`src/rtl/crd_stream_pkg.sv`:
```
// Shared types, widths and token encoders for the crd stream transmitter.
package crd_stream_pkg;

  localparam int TOKEN_W = 17;
  localparam int DATA_W  = 16;
  localparam int KIND_W  = 2;
  localparam int ENTRY_W = DATA_W + KIND_W;
  localparam logic [TOKEN_W-1:0] DONE_TOKEN = 17'h10100;

  typedef enum logic [KIND_W-1:0] {
    COORD   = 2'b00,
    STOP    = 2'b01,
    DONE    = 2'b10,
    ILLEGAL = 2'b11
  } kind_e;

  typedef enum logic [1:0] {
    ACTIVE   = 2'b00,
    DRAIN    = 2'b01,
    FINISHED = 2'b10
  } state_e;

  function automatic logic [TOKEN_W-1:0] encode_coord(input logic [DATA_W-1:0] value);
    return {1'b0, value};
  endfunction

  function automatic logic [TOKEN_W-1:0] encode_stop(input logic [7:0] lvl);
    return {1'b1, 6'b0, 2'b00, lvl};
  endfunction

  function automatic logic [TOKEN_W-1:0] encode_done();
    return DONE_TOKEN;
  endfunction

endpackage

```
`src/rtl/crd_stream_fifo.sv`:
```
// Small item FIFO (data + kind) with full/empty flags and synchronous flush.
module crd_stream_fifo
  import crd_stream_pkg::*;
#(
  parameter int DEPTH = 4
) (
  input  logic               clk,
  input  logic               rst,
  input  logic               clk_en,
  input  logic               flush,
  input  logic               push,
  input  logic [ENTRY_W-1:0] wdata,
  input  logic               pop,
  output logic [ENTRY_W-1:0] rdata,
  output logic               full,
  output logic               empty
);

  localparam int AW = $clog2(DEPTH);

  logic [ENTRY_W-1:0] mem [DEPTH];
  logic [AW:0]        wr_ptr;
  logic [AW:0]        rd_ptr;
  logic               do_push;
  logic               do_pop;

  // Pointers carry one extra wrap bit so full and empty are distinguishable.
  assign empty   = (wr_ptr == rd_ptr);
  assign full    = (wr_ptr[AW] != rd_ptr[AW]) && (wr_ptr[AW-1:0] == rd_ptr[AW-1:0]);
  assign do_push = push && !full;
  assign do_pop  = pop && !empty;
  assign rdata   = mem[rd_ptr[AW-1:0]];

  always_ff @(posedge clk or posedge rst) begin
    if (rst) begin
      wr_ptr <= '0;
      rd_ptr <= '0;
    end else if (clk_en) begin
      if (flush) begin
        wr_ptr <= '0;
        rd_ptr <= '0;
      end else begin
        if (do_push) wr_ptr <= wr_ptr + (AW+1)'(1);
        if (do_pop)  rd_ptr <= rd_ptr + (AW+1)'(1);
      end
    end
  end

  always_ff @(posedge clk) begin
    if (clk_en && !flush && do_push) mem[wr_ptr[AW-1:0]] <= wdata;
  end

endmodule

```
`src/rtl/crd_stream_tx.sv`:
```
// Typed-item to 17-bit coordinate stream transmitter with stop merging.
module crd_stream_tx
  import crd_stream_pkg::*;
#(
  parameter int DEPTH       = 4,
  parameter bit MERGE_STOPS = 1'b1
) (
  input  logic               clk,
  input  logic               rst,
  input  logic               clk_en,
  input  logic               flush,
  input  logic               tile_en,
  input  logic [DATA_W-1:0]  in_data,
  input  logic [KIND_W-1:0]  in_kind,
  input  logic               in_valid,
  output logic               in_ready,
  output logic [TOKEN_W-1:0] out_data,
  output logic               out_valid,
  input  logic               out_ready,
  output logic               done,
  output logic               err,
  output logic [15:0]        tok_count,
  output state_e             state
);

  state_e               state_q;
  state_e               state_next;
  logic                 alive_q;
  logic [TOKEN_W-1:0]   out_data_q;
  logic                 out_valid_q;
  logic                 pend_valid_q;
  logic [7:0]           pend_lvl_q;
  logic                 done_q;
  logic                 err_q;
  logic [15:0]          tok_count_q;

  logic                 fifo_full;
  logic                 fifo_empty;
  logic [ENTRY_W-1:0]   head;
  kind_e                head_kind;
  logic [DATA_W-1:0]    head_data;
  logic                 accept;
  logic                 push;
  logic                 hs;
  logic                 load_opp;
  logic                 head_avail;
  logic                 merge_stop;
  logic                 emit_pend;
  logic                 pop;
  logic                 load;
  logic [TOKEN_W-1:0]   load_data;
  logic [7:0]           merged_lvl;

  // Both sides: a transfer happens on a clock edge where valid and ready are
  // both high; a valid token never changes or retracts until it transfers.
  assign in_ready  = alive_q && tile_en && !fifo_full && (state_q == ACTIVE);
  assign accept    = in_valid && in_ready;
  assign push      = accept && (in_kind != ILLEGAL);
  assign out_valid = out_valid_q && tile_en;
  assign hs        = out_valid && out_ready;
  assign head_kind = kind_e'(head[ENTRY_W-1:DATA_W]);
  assign head_data = head[DATA_W-1:0];

  crd_stream_fifo #(.DEPTH(DEPTH)) u_fifo (
    .clk    (clk),
    .rst    (rst),
    .clk_en (clk_en),
    .flush  (flush),
    .push   (push),
    .wdata  ({in_kind, in_data}),
    .pop    (pop),
    .rdata  (head),
    .full   (fifo_full),
    .empty  (fifo_empty)
  );

  always_comb begin
    state_next = state_q;
    load_opp   = tile_en && (state_q == ACTIVE) && (!out_valid_q || out_ready);
    head_avail = load_opp && !fifo_empty;
    merge_stop = MERGE_STOPS && head_avail && (head_kind == STOP);
    // A held stop must go out before the non-stop item behind it.
    emit_pend  = MERGE_STOPS && head_avail && pend_valid_q && (head_kind != STOP);
    pop        = head_avail && !emit_pend;
    load       = head_avail && !merge_stop;
    merged_lvl = (pend_valid_q && (pend_lvl_q > head_data[7:0])) ? pend_lvl_q : head_data[7:0];
    load_data  = encode_coord(head_data);
    if (emit_pend)              load_data = encode_stop(pend_lvl_q);
    else if (head_kind == STOP) load_data = encode_stop(head_data[7:0]);
    else if (head_kind == DONE) load_data = encode_done();

    if (flush) begin
      state_next = ACTIVE;
    end else begin
      case (state_q)
        ACTIVE:   if (pop && head_kind == DONE) state_next = DRAIN;
        DRAIN:    if (hs) state_next = FINISHED;
        FINISHED: state_next = FINISHED;
        default:  state_next = ACTIVE;
      endcase
    end
  end

  always_ff @(posedge clk or posedge rst) begin
    if (rst)         state_q <= ACTIVE;
    else if (clk_en) state_q <= state_next;
  end

  always_ff @(posedge clk or posedge rst) begin
    if (rst) begin
      alive_q      <= 1'b0;
      out_data_q   <= '0;
      out_valid_q  <= 1'b0;
      pend_valid_q <= 1'b0;
      pend_lvl_q   <= '0;
      done_q       <= 1'b0;
      err_q        <= 1'b0;
      tok_count_q  <= '0;
    end else if (clk_en) begin
      alive_q <= 1'b1;
      if (flush) begin
        out_valid_q  <= 1'b0;
        pend_valid_q <= 1'b0;
        tok_count_q  <= '0;
      end else begin
        if (accept && in_kind == ILLEGAL) err_q <= 1'b1;
        if (hs) tok_count_q <= tok_count_q + 16'd1;
        if (hs && state_q == DRAIN) done_q <= 1'b1;
        if (load) begin
          out_data_q  <= load_data;
          out_valid_q <= 1'b1;
        end else if (hs) begin
          out_valid_q <= 1'b0;
        end
        if (emit_pend) begin
          pend_valid_q <= 1'b0;
        end else if (merge_stop) begin
          pend_valid_q <= 1'b1;
          pend_lvl_q   <= merged_lvl;
        end
      end
    end
  end

  assign out_data  = out_data_q;
  assign done      = done_q;
  assign err       = err_q;
  assign tok_count = tok_count_q;
  assign state     = state_q;

endmodule

```
`config.mk`:
```
export PLATFORM = sky130hd
export DESIGN_NAME = crd_stream_tx
export DESIGN_NICKNAME = d
export VERILOG_FILES = /design/src/rtl/crd_stream_pkg.sv /design/src/rtl/crd_stream_fifo.sv /design/src/rtl/crd_stream_tx.sv
export SDC_FILE = /design/constraint.sdc
export NUM_CORES = 1
export LEC_CHECK = 0
export BUFFER_PORTS_ARGS = -buffer_cell sky130_fd_sc_hd__buf_4
export CORE_ASPECT_RATIO = 1.1
export CORE_MARGIN = 2
export CORE_UTILIZATION = 45
export CTS_CLUSTER_SIZE = 40
export DETAILED_ROUTE_END_ITERATION = 12
export GPL_ROUTABILITY_DRIVEN = 0
export HOLD_SLACK_MARGIN = 0.06
export MAX_ROUTING_LAYER = met4
export PLACE_DENSITY = 0.72
export SYNTH_ARGS = -nofsm -noshare
export SYNTH_HDL_FRONTEND = slang
export SYNTH_HIERARCHICAL = 1
export SYNTH_SLANG_ARGS = --single-unit
```
`constraint.sdc`:
```
create_clock -name clk -period 3 [get_ports clk]
set_input_delay 0.15 -clock clk [delete_from_list [all_inputs] [get_ports clk]]
set_output_delay 0.15 -clock clk [all_outputs]
set_load 0.01 [all_outputs]
```
After elaboration in Yosys (flattened, before gate mapping). Memories as Yosys holds them, arrays and structs flattened. Cells that the tools add are included.

Bits of input ports: 25. RAM bits: 72. Word-level logic and storage cells: 99. Output and inout port bits: 39. Memories kept: 1. Register bits after elaboration: 54.

Add/sub/neg operators: 3. Magnitude comparators: 1. Reduce and logical (&&, ||, !) cells: 47. Bitwise operators: 3. Multiplexer cells: 21. Equal/unequal tests: 12.

Memories: u_fifo.mem (words 4, bits a word 18, read ports 1, clocked after Yosys merged registers in 0, write ports 1, line crd_stream_fifo.sv:21) `logic [ENTRY_W-1:0] mem [DEPTH];`.

Operator list (number): 2-to-1 mux 17 bit (3); 2-to-1 mux 16 bit (2); logical AND 1 bit (24); adder 16 x 1 -> 16 bit (second input constant) (1); 2-to-1 mux 3 bit (4); AND reduction 3 bit (4); AND reduction 2 bit (5); greater-than comparator 8 bit (1); 2-to-1 mux 1 bit (8); adder 3 x 1 -> 3 bit (second input constant) (2); == test 2 bit (second input constant) (3); zero test 1 bit (6); 2-to-1 mux 2 bit (3); one-hot mux 2 bit (3 select lines) (1); nonzero test 2 bit (3); nonzero test 3 bit (2); AND reduction 5 bit (1); == test 2 x 1 -> 1 bit (second input constant) (2); == test 3 bit (1); inequality test 3 x 2 -> 1 bit (second input constant) (1); inequality test 3 bit (second input constant) (1); inverter 1 bit (3); == test 2 bit (1); zero test 2 bit (1); 4 further kinds (4).

Longest topological paths before layout. Gate-level depths: netlist (run 1).

Depth in word-level cells: 12. Depth in mapped cells: 11. Depth with buffers taken out: 9.

Cells and area by module. The synthesis (run 1) kept the hierarchy.

By module, submodules not included: crd_stream_fifo (area each 3072.9 um2, cells each 147, instances 1); crd_stream_tx (area each 2792.7 um2, cells each 290, instances 1).

Worst setup path after synthesis (run 1). Ideal clock, no wire load.

Path kind: register -> register. From: reg state_q[1] (netlist: state[1]). To: mem u_fifo/mem[3][0] (netlist name) (enable). Arrival: 2944 ps. Cell stages (with the launch flop): 9. Path buffers: 0. Data required time: 2584 ps. Setup time: 416 ps. Path slack: -360 ps. Clock period less this slack: 3360 ps. Cell sequence: dfrtp_1 -> inv_1 -> ha_1 -> nand2_1 -> nor3b_1 -> nand2_1 -> a21oi_1 -> nand2_1 -> nor3_1.

Word-level cells in the longest chain between the ends: 8.

Ends and longest elaborated chain: start: declaration (line crd_stream_tx.sv:26) `state_e state_q;`; start signal: assignment (line crd_stream_tx.sv:106) `else if (clk_en) state_q <= state_next;`; zero test 2 bit (line crd_stream_tx.sv:56) `assign in_ready = alive_q && tile_en && !fifo_full && (state_q == ACTIVE);`; logical AND 1 bit (line crd_stream_tx.sv:56); named net in_ready (line crd_stream_tx.sv:16) `output logic in_ready,`; logical AND 1 bit (line crd_stream_tx.sv:57) `assign accept = in_valid && in_ready;`; logical AND 1 bit (line crd_stream_tx.sv:58) `assign push = accept && (in_kind != ILLEGAL);`; named net push (line crd_stream_tx.sv:43) `logic push;`; logical AND 1 bit (line crd_stream_fifo.sv:30) `assign do_push = push && !full;`; logical AND 1 bit (line crd_stream_fifo.sv:50) `if (clk_en && !flush && do_push) mem[wr_ptr[AW-1:0]] <= wdata;`; 2-to-1 mux 1 bit (line crd_stream_fifo.sv:50); 2-to-1 mux 1 bit (not written as such) (line crd_stream_fifo.sv:50); end: declaration (line crd_stream_fifo.sv:21).

The timed path passes the listed nets, and every way through them passes these cells.

Final worst setup path (run 1).
From: reg u_fifo.rd_ptr[0]. To: reg pend_lvl_q[2].

RTL lines: start: declaration (line crd_stream_fifo.sv:23) `logic [AW:0] rd_ptr;`; start signal: assignment (line crd_stream_fifo.sv:44) `if (do_pop) rd_ptr <= rd_ptr + (AW+1)'(1);`; memory read (4 x 18 bit); named net head[6] (line crd_stream_tx.sv:39) `logic [ENTRY_W-1:0] head;`; greater-than comparator 8 bit (line crd_stream_tx.sv:86) `merged_lvl = (pend_valid_q && (pend_lvl_q > head_data[7:0])) ? pend_lvl_q : head_data[7:0];`; logical AND 1 bit (line crd_stream_tx.sv:86); inverter 1 bit (no line); AND reduction 5 bit (no line); end signal: assignment (line crd_stream_tx.sv:139) `pend_lvl_q <= merged_lvl;`; end: declaration (line crd_stream_tx.sv:32) `logic [7:0] pend_lvl_q;`.

The timed path passes the listed nets, and every way through them passes these cells. A chain may end at the register's enable or synchronous reset.

==> results of run 1 <==
==> power by group through the flow <==
stage	logic (uW)	clock network (uW)	registers [uW]
2_1_floorplan	564	0	2220
3_3_place_gp	970	0	2200
3_5_place_dp	1010	0	2220
4_1_cts	1040	2060	2190
5_1_grt	1150	2140	2210
6_report	1030	2030	2190
==> what timing repair did <==
action	4_1_cts	5_1_grt
hold buffers	21	0
endpoints found under the hold margin	128	0
setup buffers	0	0
==> worst max-delay path, stage by stage (launching register included) <==
cell and delay (ps):
dfrtp_1 390, buf_12 220, mux4_2 570, inv_1 110, ha_1 150, nand4_1 210
a21o_1 340, a32o_1 280, a311o_1 330
==> area by class of cell <==
cell class                 count  area share
multi-input combinational    267       0.292
clock inverter                14      0.0217
clock buffer                  18      0.0580
inverter                      29      0.0147
timing repair buffer          98       0.112
tap                          157      0.0266
sequential                   126       0.475
==> flip-flops by register name, summed over array words and instances (netlist names) <==
name / cells
out_data: 17
tok_count: 16
done: 1
u_fifo/mem: 72
err: 1
alive_q: 1
state: 2
pend_valid_q: 1
pend_lvl_q: 8
u_fifo/wr_ptr: 3
out_valid_q: 1
u_fifo/rd_ptr: 3
==> stage by stage <==
step	hold WS [ps]	std cells	power [uW]	cell area [um^2]
after floorplan	-59.0	437	2790	5870
after global placement	104	656	3170	6590
after detailed placement	102	656	3230	6590
after CTS	144	709	5290	7390
after global routing	190	709	5500	7390
final	154	709	5250	7390
==> Yosys cell counts (6+ instances only) <==
| library cell | count | area share |
|---|---|---|
| nand4_1 | 11 | 0.012 |
| o21ai_0 | 18 | 0.015 |
| edfxtp_1 | 72 | 0.37 |
| and2_1 | 9 | 0.0096 |
| a311o_1 | 7 | 0.012 |
| mux4_2 | 18 | 0.069 |
| ha_1 | 18 | 0.038 |
| nand3_1 | 13 | 0.011 |
| nor2_1 | 26 | 0.017 |
| dfrtp_1 | 54 | 0.23 |
| nand2_1 | 36 | 0.023 |
| a22o_1 | 9 | 0.013 |
| xor2_1 | 11 | 0.016 |
| a21oi_1 | 7 | 0.0060 |
| mux2_2 | 9 | 0.017 |
| a32o_1 | 8 | 0.014 |
| inv_1 | 29 | 0.019 |
| clkbuf_1 | 6 | 0.0038 |
==> metal layers <==
| layer | vias to the layer above | wire (um) |
|---|---|---|
| met5 | - | 0 |
| met4 | 0 | 331 |
| met3 | 28 | 808 |
| met2 | 154 | 6380 |
| met1 | 2017 | 5300 |
| li1 | 1853 | - |
==> cell families after synthesis <==
logic type,Yosys count,share of synthesized area
buf+inv,44,0.0337
compound gates,76,0.0954
xor+xnor,15,0.0250
flops,126,0.599
fa+ha+maj,18,0.0384
simple gates,130,0.121
mux,28,0.0881
==> worst max path at each step <==
stage | depth (start not counted) | end | slack, ps | from
2_1_floorplan | 10 | out_data[0] | 180 | u_fifo/rd_ptr[0]
3_3_place_gp | 8 | out_data[4] | 400 | u_fifo/rd_ptr[0]
3_5_place_dp | 8 | pend_lvl_q[2] | 290 | u_fifo/rd_ptr[0]
4_1_cts | 8 | pend_lvl_q[2] | 280 | u_fifo/rd_ptr[0]
5_1_grt | 8 | pend_lvl_q[2] | 110 | u_fifo/rd_ptr[1]
6_report | 8 | pend_lvl_q[2] | 280 | u_fifo/rd_ptr[0]
==> flow_summary.yaml, run 1 <==
timing:
  max_slew.worst_pin.slew_ps: 1070
  setup_viol: 0
  period_minus_slack_ps: 2720
  skew_ps: 6.31
  setup_tns_ps: 0
  relSlewSlack: 0.283
  timing.fmax_mhz: 367
  slew_violations: 0
  rsz0062_at_grt: "no"
  period_share: 0.907
  hold_viol: 0
  finalWorstSetupSlack_ps: 278
worst_setup_path:
  r2r_start: "u_fifo/rd_ptr[0]"
  criticalPathCategory: "flop to flop"
  crit_path_start_kind: "flop"
  critPathMaxFanout: 22
  worstPathRequired_ps: 3300
  end_kind: "flop"
  r2r_end: "pend_lvl_q[2]"
  worstPathArrival_ps: 3020
  r2r_slack_ps: 280
  reg2reg_depth: 8
layout:
  syn_to_final_growth_pct: 26.0
  multi_input_area_um2: 2160
  antenna_cells: 0
  final_common_cell: "buf_4"
  fill_cells: 954
  layout.cells.most_common_list: "buf_4 (74), edfxtp_1 (72), dfrtp_1 (54)"
  layout-drive-gt1-share: 0.283
  utilization: 0.585
  fin_nets: 582
  ff_latch_area_um2: 3510
hold_path:
  min_to: "tok_count[5]"
  hold_path.class: "input port to flop"
  hold_start: "flush"
  hold-path-cell-count: 3
grt:
  grt.met3_usage: 0.0564
  track_usage: 0.205
  use_met1: 0.241
  grt_pass1_vias: 4214
  grt_busiest_layer: "met2"
  antenna_found_initial: 0
  overflow: 0
  grt_pass1_wl_mm: 21.2
  grt_max_degree: 49
  use_met2: 0.335
die:
  fp.dieW_um: 113
  die-area_um2: 14000
  io_pins: 64
  row_count: 43
  core_area_um2: 12600
  initial_utilization: 0.464
  die_h_um: 124
power_and_ir_drop:
  p_switching_uw: 1480
  power_frac_seq: 0.417
  peakVddDrop_uv: 584
  power-per-cell-area_nw_per_um2: 710
  leakage_uw: 0.00309
  swShare: 0.281
  p_clk_frac: 0.387
  p_int_uw: 3770
  pwr-share-comb: 0.196
placed_design:
  io_buffer_count: 63
  dp_hpwl_mm: 8.76
  dpl_worst_slack_ps: 290
run:
  cap_violations: 0
yosys:
  synth-edff-count: 72
  synth.distinct_cells: 61
  synthesis.nets: 480
  postSynthCellCount: 437
  synth_flop_cell: "edfxtp_1"
  syn_area_um2: 5870
  syn_area_per_cell_um2: 13.4
  synth-async-reset-ratio: 0.429
  yosys_warnings: 6
  yosysSeqAreaShare: 0.599
  ys_ff_latch: 126
drt:
  post-route-drc-count: 0
  vias: 4052
  firstDrtPassIters: 5
  avgViaCountPerCell: 5.72
  antenna_left: 0
  first_iter_violations: 279
  wl_per_cell_um: 18.1
  wl_mm: 12.8
cts:
  cts_buffers: 17
  cts_resized: 0
  cts.htree.levels: 4
  cts_sinks: 126
  cts_tree: "done"
  clk_path_buf_depth: 2
  root_buffer: "clkbuf_16"
  clock_latency_ps: 420
  clk_pin_slew_ps: 60
outcome:
  run_status: "complete, no violations"
Power figures use the tool's default switching activity.
==> run 2: changes to the inputs <==
--- a/config.mk
+++ b/config.mk
@@ -6,15 +6,17 @@
 export NUM_CORES = 1
 export LEC_CHECK = 0
 export BUFFER_PORTS_ARGS = -buffer_cell sky130_fd_sc_hd__buf_4
+export CELL_PAD_IN_SITES_DETAIL_PLACEMENT = 1
+export CELL_PAD_IN_SITES_GLOBAL_PLACEMENT = 2
 export CORE_ASPECT_RATIO = 1.1
 export CORE_MARGIN = 2
-export CORE_UTILIZATION = 45
+export CORE_UTILIZATION = 37
 export CTS_CLUSTER_SIZE = 40
 export DETAILED_ROUTE_END_ITERATION = 12
 export GPL_ROUTABILITY_DRIVEN = 0
 export HOLD_SLACK_MARGIN = 0.06
 export MAX_ROUTING_LAYER = met4
-export PLACE_DENSITY = 0.72
+export PLACE_DENSITY = 0.82
 export SYNTH_ARGS = -nofsm -noshare
 export SYNTH_HDL_FRONTEND = slang
 export SYNTH_HIERARCHICAL = 1
==> flow_summary.yaml, run 2 (synthesized netlist as in run 1, its figures left out) <==
cts:
  cts_buffers: 17
  root_buffer: "clkbuf_16"
  cts.htree.levels: 4
  cts_tree: "done"
  cts_sinks: 126
  clk_pin_slew_ps: 60
  clk_path_buf_depth: 2
  clock_latency_ps: 420
layout:
  layout.cells.most_common_list: "edfxtp_1 (72), buf_4 (71), dfrtp_1 (53)"
  syn_to_final_growth_pct: 27.0
  ff_latch_area_um2: 3510
  largest_reg_flops: 72
  utilization: 0.477
  fill_cells: 1605
  layout-drive-gt1-share: 0.285
  final_common_cell: "edfxtp_1"
  multi_input_area_um2: 2160
  antenna_cells: 0
  fin_nets: 580
power_and_ir_drop:
  leakage_uw: 0.00306
  peakVddDrop_uv: 470
  power-per-cell-area_nw_per_um2: 701
worst_setup_path:
  reg2reg_depth: 8
  r2r_start: "u_fifo/rd_ptr[0]"
  crit_chain: "buf_12 -> mux4_2 -> ha_1 -> nand2b_1 -> or4_4 -> nand3_1 -> o21ai_0 -> mux2_2"
  cp-startpoint: "u_fifo/rd_ptr[0]"
  r2r_end: "out_data[6]"
  critPathMaxFanout: 22
  crit_path_start_kind: "flop"
  worstPathRequired_ps: 3300
  criticalPathCategory: "flop to flop"
  end_kind: "flop"
  r2r_slack_ps: 310
  cp_slowest_stage_delay_ps: 550
  cp_slowest_cell: "or4_4"
  worstPathArrival_ps: 2990
timing:
  max_slew.worst_pin.slew_ps: 897
  slew_violations: 0
  rsz0062_at_grt: "no"
  period_share: 0.896
  setup_tns_ps: 0
  skew_ps: 8.21
  timing.fmax_mhz: 372
  setup_viol: 0
  period_minus_slack_ps: 2690
  hold_viol: 0
  relSlewSlack: 0.401
drt:
  wl_mm: 13.7
  avgViaCountPerCell: 5.29
  firstDrtPassIters: 4
  antenna_left: 0
  post-route-drc-count: 0
  first_iter_violations: 229
  wl_per_cell_um: 18.3
  vias: 3968
die:
  die-area_um2: 16900
  initial_utilization: 0.376
  io_pins: 64
  die_h_um: 136
  fp.dieW_um: 124
  row_count: 48
  core_area_um2: 15600
hold_path:
  hold-path-cell-count: 2
  min_to: "alive_q"
  hold_start: "clk_en"
  hold_path.class: "input port to flop"
grt:
  antenna_found_initial: 0
  grt_pass1_wl_mm: 22.7
  grt_pass1_vias: 4402
  grt_max_degree: 27
  overflow: 0
  track_usage: 0.185
placed_design:
  io_buffer_count: 63
  dp_hpwl_mm: 9.40
outcome:
  run_status: "complete, no violations"
run:
  cap_violations: 0
[run 2: worst max-delay path by stage]
stage                         to  cells after the start  slack [ps]
3_5_place_dp   u_fifo/mem[2][15]                      9         250
2_1_floorplan        out_data[0]                     10         180
6_report             out_data[6]                      8         310
5_1_grt         u_fifo/mem[2][2]                     10         140
3_3_place_gp         out_data[2]                      8         370
4_1_cts         u_fifo/mem[0][2]                      9         190
[run 2: what timing repair did]
item	in CTS	in global routing
hold buffers	20	0
setup endpoints to repair	0	63
resized for setup	0	1
endpoints found under the hold margin	103	0
buffers inserted	0	0
[run 2: layout make-up]
cell class | count | share of cell area
sequential | 126 | 0.472
multi-input combinational | 267 | 0.290
timing repair buffer | 96 | 0.112
clock buffer | 19 | 0.0608
tap | 200 | 0.0336
clock inverter | 13 | 0.0171
inverter | 29 | 0.0146
[run 2: layer usage]
layer  part of all wire  global-route usage
met1               0.41               0.209
met2               0.53               0.311
met3              0.041              0.0499
met4              0.018              0.0718
met5                  0                   -
[run 2: stage by stage]
step	setup WS, ps	cells	total power (uW)	hold WS [ps]	cell area [um^2]
2_1_floorplan	179	437	2790	-59.0	5870
3_3_place_gp	374	698	3190	118	6670
3_5_place_dp	250	698	3250	116	6670
4_1_cts	194	750	5290	64.4	7450
5_1_grt	137	750	5480	85.1	7450
6_report	313	750	5220	81.6	7450
[run 2: worst max-delay path, delay by kind of cell (launching register included)]
kind / cells / cell delay, ps
buffers and inverters: 1 / 220
AO/OA/AOI/OAI: 1 / 90
flip-flops: 1 / 380
AND/OR/NAND/NOR: 3 / 850
adder cells (fa/ha/maj): 1 / 220
multiplexers: 2 / 800
[run 2: where the power goes]
group | switching (uW) | internal, uW | total (uW) | leakage, uW
Clock | 791 | 1200 | 1990 | 0.000271
Sequential | 166 | 2020 | 2190 | 0.00136
Combinational | 525 | 523 | 1050 | 0.00143
Total | 1480 | 3740 | 5220 | 0.00306
==> run 3: changes to the inputs <==
--- a/config.mk
+++ b/config.mk
@@ -6,17 +6,15 @@
 export NUM_CORES = 1
 export LEC_CHECK = 0
 export BUFFER_PORTS_ARGS = -buffer_cell sky130_fd_sc_hd__buf_4
-export CELL_PAD_IN_SITES_DETAIL_PLACEMENT = 1
-export CELL_PAD_IN_SITES_GLOBAL_PLACEMENT = 2
 export CORE_ASPECT_RATIO = 1.1
-export CORE_MARGIN = 2
-export CORE_UTILIZATION = 37
+export CORE_MARGIN = 3
+export CORE_UTILIZATION = 45
 export CTS_CLUSTER_SIZE = 40
 export DETAILED_ROUTE_END_ITERATION = 12
 export GPL_ROUTABILITY_DRIVEN = 0
 export HOLD_SLACK_MARGIN = 0.06
 export MAX_ROUTING_LAYER = met4
-export PLACE_DENSITY = 0.82
+export PLACE_DENSITY = 0.72
 export SYNTH_ARGS = -nofsm -noshare
 export SYNTH_HDL_FRONTEND = slang
 export SYNTH_HIERARCHICAL = 1
==> constraint.sdc (replaced) <==
create_clock -name clk -period 3 [get_ports clk]
set_input_delay 0.15 -clock clk [delete_from_list [all_inputs] [get_ports clk]]
set_output_delay 0.15 -clock clk [all_outputs]
set_load 0.05 [all_outputs]
==> flow_summary.yaml, run 3 (synthesized netlist as in run 1, its figures left out) <==
placed_design:
  dp_hpwl_mm: 8.68
  io_buffer_count: 63
  postPlaceCellArea_um2: 6610
  dpl_worst_slack_ps: 241
grt:
  grt_pass1_wl_mm: 20.7
  track_usage: 0.192
  overflow: 0
  grt_pass1_vias: 4015
  antenna_found_initial: 0
  grt_max_degree: 49
drt:
  wl_mm: 12.7
  antenna_left: 0
  wl_per_cell_um: 18.0
  vias: 3956
  firstDrtPassIters: 5
  post-route-drc-count: 0
  avgViaCountPerCell: 5.60
  first_iter_violations: 237
layout:
  final_common_cell: "edfxtp_1"
  utilization: 0.583
  largest_reg_flops: 72
  fin_area_um2: 7400
  fin_nets: 579
  layout-drive-gt1-share: 0.286
  fill_cells: 1005
  antenna_cells: 0
  syn_to_final_growth_pct: 26.1
  layout.cells.most_common_list: "edfxtp_1 (72), buf_4 (71), dfrtp_1 (52)"
power_and_ir_drop:
  p_int_uw: 3800
  swShare: 0.323
  p_clk_frac: 0.356
  pwr-share-comb: 0.253
  peakVddDrop_uv: 552
  p_switching_uw: 1810
  total_power_uw: 5610
  leakage_uw: 0.00307
  power-per-cell-area_nw_per_um2: 758
  power_frac_seq: 0.391
timing:
  setup_tns_ps: 0
  period_share: 0.929
  relSlewSlack: 0.293
  setup_viol: 0
  skew_ps: 12.5
  timing.fmax_mhz: 359
  hold_viol: 0
  slew_violations: 0
  rsz0062_at_grt: "no"
  period_minus_slack_ps: 2790
  finalWorstSetupSlack_ps: 212
  max_slew.worst_pin.slew_ps: 1060
cts:
  cts_tree: "done"
  clk_pin_slew_ps: 50
  cts.htree.levels: 4
  clock_latency_ps: 420
  cts_resized: 0
  root_buffer: "clkbuf_16"
  cts_sinks: 126
  clk_path_buf_depth: 2
  cts_buffers: 17
worst_setup_path:
  worstPathRequired_ps: 3290
  cp_slowest_cell: "dfrtp_1"
  worstPathArrival_ps: 3080
  criticalPathCategory: "flop to flop"
  crit_path_start_kind: "flop"
  critPathMaxFanout: 16
  end_kind: "flop"
  crit_chain: "mux4_2 -> ha_1 -> nand2b_1 -> or4_4 -> nand3_1 -> o21ai_0 -> mux2_2"
  cp_slowest_stage_delay_ps: 720
run:
  cap_violations: 0
die:
  core_area_um2: 12700
  row_count: 43
  io_pins: 64
  die_h_um: 126
  initial_utilization: 0.462
  die-area_um2: 14400
  fp.dieW_um: 115
hold_path:
  hold_path.class: "input port to flop"
outcome:
  run_status: "complete, no violations"
## run 3: cell types whose count changed in the layout (fill, tap and decap cells not counted), sizes merged
cell and change:
buf -1, inv -4, clkbuf +1, clkinvlp -3, clkinv +5, bufinv +1
## run 3: power by group through the flow
stage	clock [uW]	combinational (uW)	sequential (uW)
finish	2000	1420	2190
floorplan	0	587	2580
detailed placement	0	1400	2220
global route	2120	1530	2210
global placement	0	1360	2210
CTS	2040	1430	2190
## run 3: path summary, 6_finish.rpt
kind                                       start          endpoint  slack [ps]  depth (start not counted)
worst max-delay path            u_fifo/rd_ptr[1]       out_data[7]         210                          7
worst min-delay path                      clk_en  u_fifo/rd_ptr[2]          80                          2
worst max register to register  u_fifo/rd_ptr[1]       out_data[7]         210                          7
worst min register to register              done              done         480                          1
max in group asynchronous                    rst          state[0]        1710                          3
min in group asynchronous                    rst  u_fifo/rd_ptr[1]         240                          3
## run 3: stage by stage
| step | hold slack [ps] | instances |
|---|---|---|
| finish | 80.6 | 706 |
| global route | 86.2 | 706 |
| CTS | 61.8 | 706 |
| detailed placement | 106 | 654 |
| global placement | 105 | 654 |
| floorplan | -59.0 | 437 |
## run 3: critical path: cells and delay by family (launching register included)
kind / cells / cell delay (ps)
AO/OA/AOI/OAI: 1 / 100
adder cells (fa/ha/maj): 1 / 290
flip-flops: 1 / 720
multiplexers: 2 / 690
AND/OR/NAND/NOR: 3 / 880
## run 3: timing repair
item,4_1_cts,5_1_grt
setup buffers,0,0
endpoints found under the setup margin,0,0
endpoints found under the hold margin,127,0
hold buffers,20,0
## run 3: cell type report
type | instances | area [um^2] | share of cell area
inverter | 29 | 109 | 0.0147
tap | 157 | 196 | 0.0266
timing repair buffer | 95 | 813 | 0.110
clock inverter | 12 | 138 | 0.0186
clock buffer | 20 | 447 | 0.0604
multi-input combinational | 267 | 2180 | 0.294
sequential | 126 | 3520 | 0.475
## run 3: layer usage
layer	routed length [um]	GRT usage
met5	0	-
met2	6530	0.309
met4	209	0.0787
met3	588	0.0447
met1	5350	0.232
